===== src/rtl/mem_ctrl.sv =====
// Arbiter and access sequencer sharing the 16x8 program RAM between the CPU and the programmer.
// Each access runs SETUP -> STROBE -> RECOVER so address and data are stable around every strobe.
module mem_ctrl #(
  parameter int unsigned ACCESS_CYCLES = 1
) (
  input  logic       CLK,
  input  logic       RST,
  input  logic       cpu_req,
  input  logic       cpu_we,
  input  logic [3:0] cpu_addr,
  input  logic [7:0] cpu_wdata,
  output logic       cpu_ack,
  input  logic       prg_req,
  input  logic       prg_we,
  input  logic [3:0] prg_addr,
  input  logic [7:0] prg_wdata,
  output logic       prg_ack,
  output logic [7:0] rdata,
  output logic       busy,
  output logic [1:0] grant,
  output logic [3:0] ABUS,
  output logic       nWE,
  output logic       nCE,
  output logic       CS,
  output logic [7:0] dout,
  output logic       dout_oe,
  input  logic [7:0] din
);

  localparam int unsigned AC_EFF = (ACCESS_CYCLES == 0) ? 1 :
                                   (ACCESS_CYCLES > 8)  ? 8 : ACCESS_CYCLES;
  localparam logic [2:0] CNT_INIT = 3'(AC_EFF - 1);

  typedef enum logic [1:0] {S_IDLE, S_SETUP, S_STROBE, S_RECOVER} state_t;

  state_t     r_state, w_next;
  logic [2:0] r_cnt;
  logic [3:0] r_addr;
  logic       r_we;
  logic [7:0] r_wdata;
  logic [7:0] r_rdata;
  logic [1:0] r_owner;
  logic [1:0] r_mask;
  logic       r_last_cpu;

  logic w_elig_cpu, w_elig_prg, w_pick_cpu, w_pick_prg, w_strobe_done;

  // The owner is masked for one IDLE cycle so its still-high request cannot re-trigger.
  assign w_elig_cpu    = cpu_req & ~r_mask[0];
  assign w_elig_prg    = prg_req & ~r_mask[1];
  assign w_pick_cpu    = w_elig_cpu & (~w_elig_prg | ~r_last_cpu);
  assign w_pick_prg    = w_elig_prg & ~w_pick_cpu;
  assign w_strobe_done = (r_state == S_STROBE) && (r_cnt == '0);

  always_ff @(posedge CLK) begin
    if (RST) r_state <= S_IDLE;
    else     r_state <= w_next;
  end

  always_comb begin
    w_next = r_state;
    unique case (r_state)
      S_IDLE:    if (w_pick_cpu || w_pick_prg) w_next = S_SETUP;
      S_SETUP:   w_next = S_STROBE;
      S_STROBE:  if (w_strobe_done) w_next = S_RECOVER;
      S_RECOVER: w_next = S_IDLE;
      default:   w_next = S_IDLE;
    endcase
  end

  always_ff @(posedge CLK) begin
    if (RST) begin
      r_cnt      <= '0;
      r_addr     <= '0;
      r_we       <= 1'b0;
      r_wdata    <= '0;
      r_rdata    <= '0;
      r_owner    <= '0;
      r_mask     <= '0;
      r_last_cpu <= 1'b0;
    end else begin
      r_mask <= (r_state == S_RECOVER) ? r_owner : '0;
      unique case (r_state)
        S_IDLE: begin
          if (w_pick_cpu) begin
            r_addr     <= cpu_addr;
            r_we       <= cpu_we;
            r_wdata    <= cpu_wdata;
            r_owner    <= 2'b01;
            r_last_cpu <= 1'b1;
          end else if (w_pick_prg) begin
            r_addr     <= prg_addr;
            r_we       <= prg_we;
            r_wdata    <= prg_wdata;
            r_owner    <= 2'b10;
            r_last_cpu <= 1'b0;
          end
        end
        S_SETUP: r_cnt <= CNT_INIT;
        S_STROBE: begin
          if (r_cnt == '0) begin
            if (!r_we) r_rdata <= din;
          end else begin
            r_cnt <= r_cnt - 3'd1;
          end
        end
        default: ;
      endcase
    end
  end

  // ABUS follows the latched address only, so it moves solely at the grant edge.
  assign ABUS  = r_addr;
  assign rdata = r_rdata;

  always_comb begin
    busy    = (r_state != S_IDLE);
    CS      = busy;
    grant   = busy ? r_owner : '0;
    nWE     = 1'b1;
    nCE     = 1'b1;
    dout_oe = 1'b0;
    dout    = '0;
    cpu_ack = 1'b0;
    prg_ack = 1'b0;
    if (busy && r_we) begin
      dout_oe = 1'b1;
      dout    = r_wdata;
    end
    if (r_state == S_STROBE) begin
      nWE = ~r_we;
      nCE = r_we;
    end
    if (r_state == S_RECOVER) begin
      cpu_ack = r_owner[0];
      prg_ack = r_owner[1];
    end
  end

endmodule

===== config.mk =====
export PLATFORM = sky130hd
export DESIGN_NAME = mem_ctrl
export DESIGN_NICKNAME = d
export VERILOG_FILES = /design/src/rtl/mem_ctrl.sv
export SDC_FILE = /design/constraint.sdc
export NUM_CORES = 1
export LEC_CHECK = 0
export BUFFER_PORTS_ARGS = -buffer_cell sky130_fd_sc_hd__clkbuf_2
export CORE_UTILIZATION = 45
export CTS_CLUSTER_SIZE = 8
export DETAILED_ROUTE_END_ITERATION = 8
export HOLD_SLACK_MARGIN = 0.12
export PLACE_DENSITY_LB_ADDON = 0.3
export RECOVER_POWER = 50
export SYNTH_ARGS = -nofsm -noshare
export SYNTH_HDL_FRONTEND = slang
export SYNTH_SLANG_ARGS = --single-unit

===== constraint.sdc =====
create_clock -name CLK -period 1.8 [get_ports CLK]
set_input_delay 0.09 -clock CLK [delete_from_list [all_inputs] [get_ports CLK]]
set_output_delay 0.09 -clock CLK [all_outputs]
set_load 0.03 [all_outputs]

==> results.json <==
{
  "run_status": "finished, final reports clean",
  "rsz0062_at_grt": "no",
  "grt.total_usage": 0.243,
  "floorplan.initialDensity": 0.472,
  "core-area_sq_um": 3050,
  "timing.critical_path.arrival_ps": 1580,
  "utilization": 0.720,
  "routabilityCongestion": 0.734,
  "critical_path.max_fanout": 8,
  "relative_max_transition_margin": 0.553,
  "synth.lib_cells_used.distinct": 28,
  "post_synth_inst_count": 165,
  "grt_first_pass_wirelength_microns": 6140,
  "die-width_microns": 58.6,
  "die_h_microns": 58.6,
  "timing.final.ws_setup_ps": 132,
  "cts_max_level": 2,
  "synth_most_common_cell": "sky130_fd_sc_hd__nand2_1",
  "num_vias": 1499,
  "first_global_vias": 1461,
  "critPathMaxStageDelay_ps": 380,
  "share_of_the_synthesized_area_in_the_top_cell_type": 0.417,
  "post_synth_most_frequent_cells": "32 x sky130_fd_sc_hd__nand2_1, 30 x sky130_fd_sc_hd__dfxtp_1, 27 x sky130_fd_sc_hd__nor2_1",
  "finalPower_w": 0.00265,
  "crit_family": "simple AND/OR/NAND/NOR gates",
  "setup_cp_type": "reg2out",
  "seqCellArea_sq_um": 601,
  "min-delay-path-class": "in2reg",
  "cp_slowest_cell": "sky130_fd_sc_hd__dfxtp_1",
  "clock_latency_ps": 330,
  "drt_first_iter_violations": 26,
  "dieArea_sq_um": 3430,
  "final_total_negative_setup_slack_ps": 0,
  "tightest_slew_ps": 670,
  "synth_fp_nets": 208,
  "num_rows": 20,
  "cp_data_required_time_ps": 1710,
  "syn_area_sq_um": 1440,
  "placement.setup.worst_slack_ps": 272,
  "num-fill-cells": 260,
  "finalMaxSlewViolations": 0,
  "max_cap_viol_count": 0,
  "finalCritPeriodShare": 0.927,
  "fmax_ghz": 0.600,
  "flow.area_growth_from_synthesis_pct": 52.4,
  "postCtsSetupBuffers": 0,
  "numClockSinks": 30,
  "vias_per_cell": 4.82,
  "io_buffer_count": 66,
  "finalWorstPathRequiredPeriod_ps": 1670,
  "clk_pin_slew_worst_paths_ps": 90,
  "leading_cell_types_by_total_area_after_synthesis": "sky130_fd_sc_hd__dfxtp_1 42%, sky130_fd_sc_hd__nand2_1 8.3%, sky130_fd_sc_hd__nor2_1 7.0%",
  "grt.overflow.total": 0,
  "synthFlopType": "sky130_fd_sc_hd__dfxtp_1",
  "max-clock-path-buffers": 2,
  "power_density_nw_per_um2": 1200,
  "number_of_antenna_violations_at_the_first_check_in_global_routing": 0,
  "setup_viol": 0,
  "fin_worst_skew_ps": 2.85,
  "final_layout_size_suffix_gt1_frac": 0.258,
  "ff2ff_setup_slack_ps": 190,
  "synth_warnings": 0,
  "detail-route-antenna-nets": 0,
  "cp_num_buf_inv": 2,
  "final_hold_viol_count": 0,
  "cts_tree": "yes",
  "drt_pre_antenna_iters": 4,
  "dp.cells": 268,
  "synth-async-reset-ratio": 0,
  "drcViolationCount": 0,
  "wl_per_cell_microns": 12.5,
  "multiInputGateArea_sq_um": 773,
  "postRouteWirelength_microns": 3890,
  "ys_ff_latch": 30,
  "cts_inserted_buffers": 5,
  "grt_start_max_net_pins": 31,
  "worst_setup_path_start_kind": "flop",
  "ctsRootBufferMaster": "sky130_fd_sc_hd__clkbuf_4",
  "number_of_i_o_pins": 67,
  "worstSetupEndpointType": "primary output",
  "num-nets-final": 309,
  "most_area_hungry_cell_type_in_the_yosys_netlist": "sky130_fd_sc_hd__dfxtp_1",
  "number_of_synthesized_flops_with_an_enable_pin": 0,
  "final_std_cells_w_o_fill": 311,
  "vdd_drop_max_mv": 0.697,
  "antennaDiodeCount": 0,
  "power.leakage_nw": 1.04,
  "crit_chain": "inv_1 -> ha_4 -> and2b_2 -> and2_1 -> buf_2",
  "place_hpwl_microns": 2190,
  "syn_area_per_cell_sq_um": 8.74,
  "ys_seq_area_frac": 0.417
}
## placed cells by master (no fill, tap or decap), types with 3 or more instances in the layout
| master | instances |
|---|---|
| sky130_fd_sc_hd__clkbuf_2 | 45 |
| sky130_fd_sc_hd__dlygate4sd3_1 | 34 |
| sky130_fd_sc_hd__nand2_1 | 32 |
| sky130_fd_sc_hd__dfxtp_1 | 30 |
| sky130_fd_sc_hd__nor2_1 | 27 |
| sky130_fd_sc_hd__clkbuf_1 | 19 |
| sky130_fd_sc_hd__and2_1 | 10 |
| sky130_fd_sc_hd__mux2i_1 | 9 |
| sky130_fd_sc_hd__a311oi_1 | 7 |
| sky130_fd_sc_hd__inv_1 | 6 |
| sky130_fd_sc_hd__a311oi_2 | 6 |
| sky130_fd_sc_hd__clkbuf_4 | 6 |
| sky130_fd_sc_hd__nand2b_1 | 4 |
| sky130_fd_sc_hd__ha_1 | 4 |
| sky130_fd_sc_hd__a21oi_1 | 3 |
## cell families (layout without fill, tap and decap cells)
family / after synthesis / after routing / synth area share
AND/OR/NAND/NOR: 85 / 86 / 0.279
flip-flops: 30 / 30 / 0.417
AO/OA/AOI/OAI: 20 / 20 / 0.144
buffers and inverters: 16 / 117 / 0.0547
multiplexers: 9 / 9 / 0.0625
adder cells (fa/ha/maj): 5 / 5 / 0.0434
## routing by layer
layer  wire length (microns)  track usage  up-vias
li1                        -            -      753
met1                    1540        0.245      687
met2                    2120        0.460       54
met3                     177       0.0703        5
met4                      43        0.105        0
met5                       0            0        -
## where the power goes
part | internal, W | total, W | switching, W | leakage [nW]
logic | 0.000507 | 0.00131 | 0.000798 | 0.759
registers | 0.000830 | 0.000926 | 0.0000959 | 0.246
clock network | 0.000189 | 0.000414 | 0.000225 | 0.0353
## per-stage QoR
step           instance area, sq um  hold WS (ps)
5_1_grt                        2200           276
4_1_cts                        2220           273
2_1_floorplan                  1440           234
6_report                       2200           255
3_3_place_gp                   1810           322
3_5_place_dp                   1810           330
## worst paths after layout
| path | cells past startpoint | start | to |
|---|---|---|---|
| setup / recovery | 5 | r_state[1] | dout[2] |
| hold / removal | 5 | cpu_req | r_state[0] |
| setup reg to reg | 7 | r_state[0] | r_we |
| hold reg to reg | 2 | r_cnt[0] | r_cnt[0] |
## final cells by class
cell class,instances,area share
multi-input cells,120,0.352
repair buffers,103,0.312
flip-flops and latches,30,0.273
clock buffers,7,0.0251
well taps,44,0.0251
inverters,6,0.0103
clock inverters,1,0.00228
## registers in the layout, indices dropped and copies added, names as in the netlist
name	cells
r_we	1
rdata	8
r_cnt	3
r_owner	2
r_state	2
r_wdata	8
ABUS	4
r_mask	2
## tightest hold or removal path: stages
cell and delay [ps]:
sky130_fd_sc_hd__clkbuf_2 100, sky130_fd_sc_hd__nand2b_4 80, sky130_fd_sc_hd__a31oi_1 120, sky130_fd_sc_hd__nor2_1 90, sky130_fd_sc_hd__nor3_1 50
## repair_timing
action,in CTS,in global routing
hold buffers,34,0
resized for setup,2,6
gates cloned,1,0
endpoints found under the setup margin,8,5
hold endpoints to repair,21,0
Note: power is estimated with default switching activity, not from simulation.
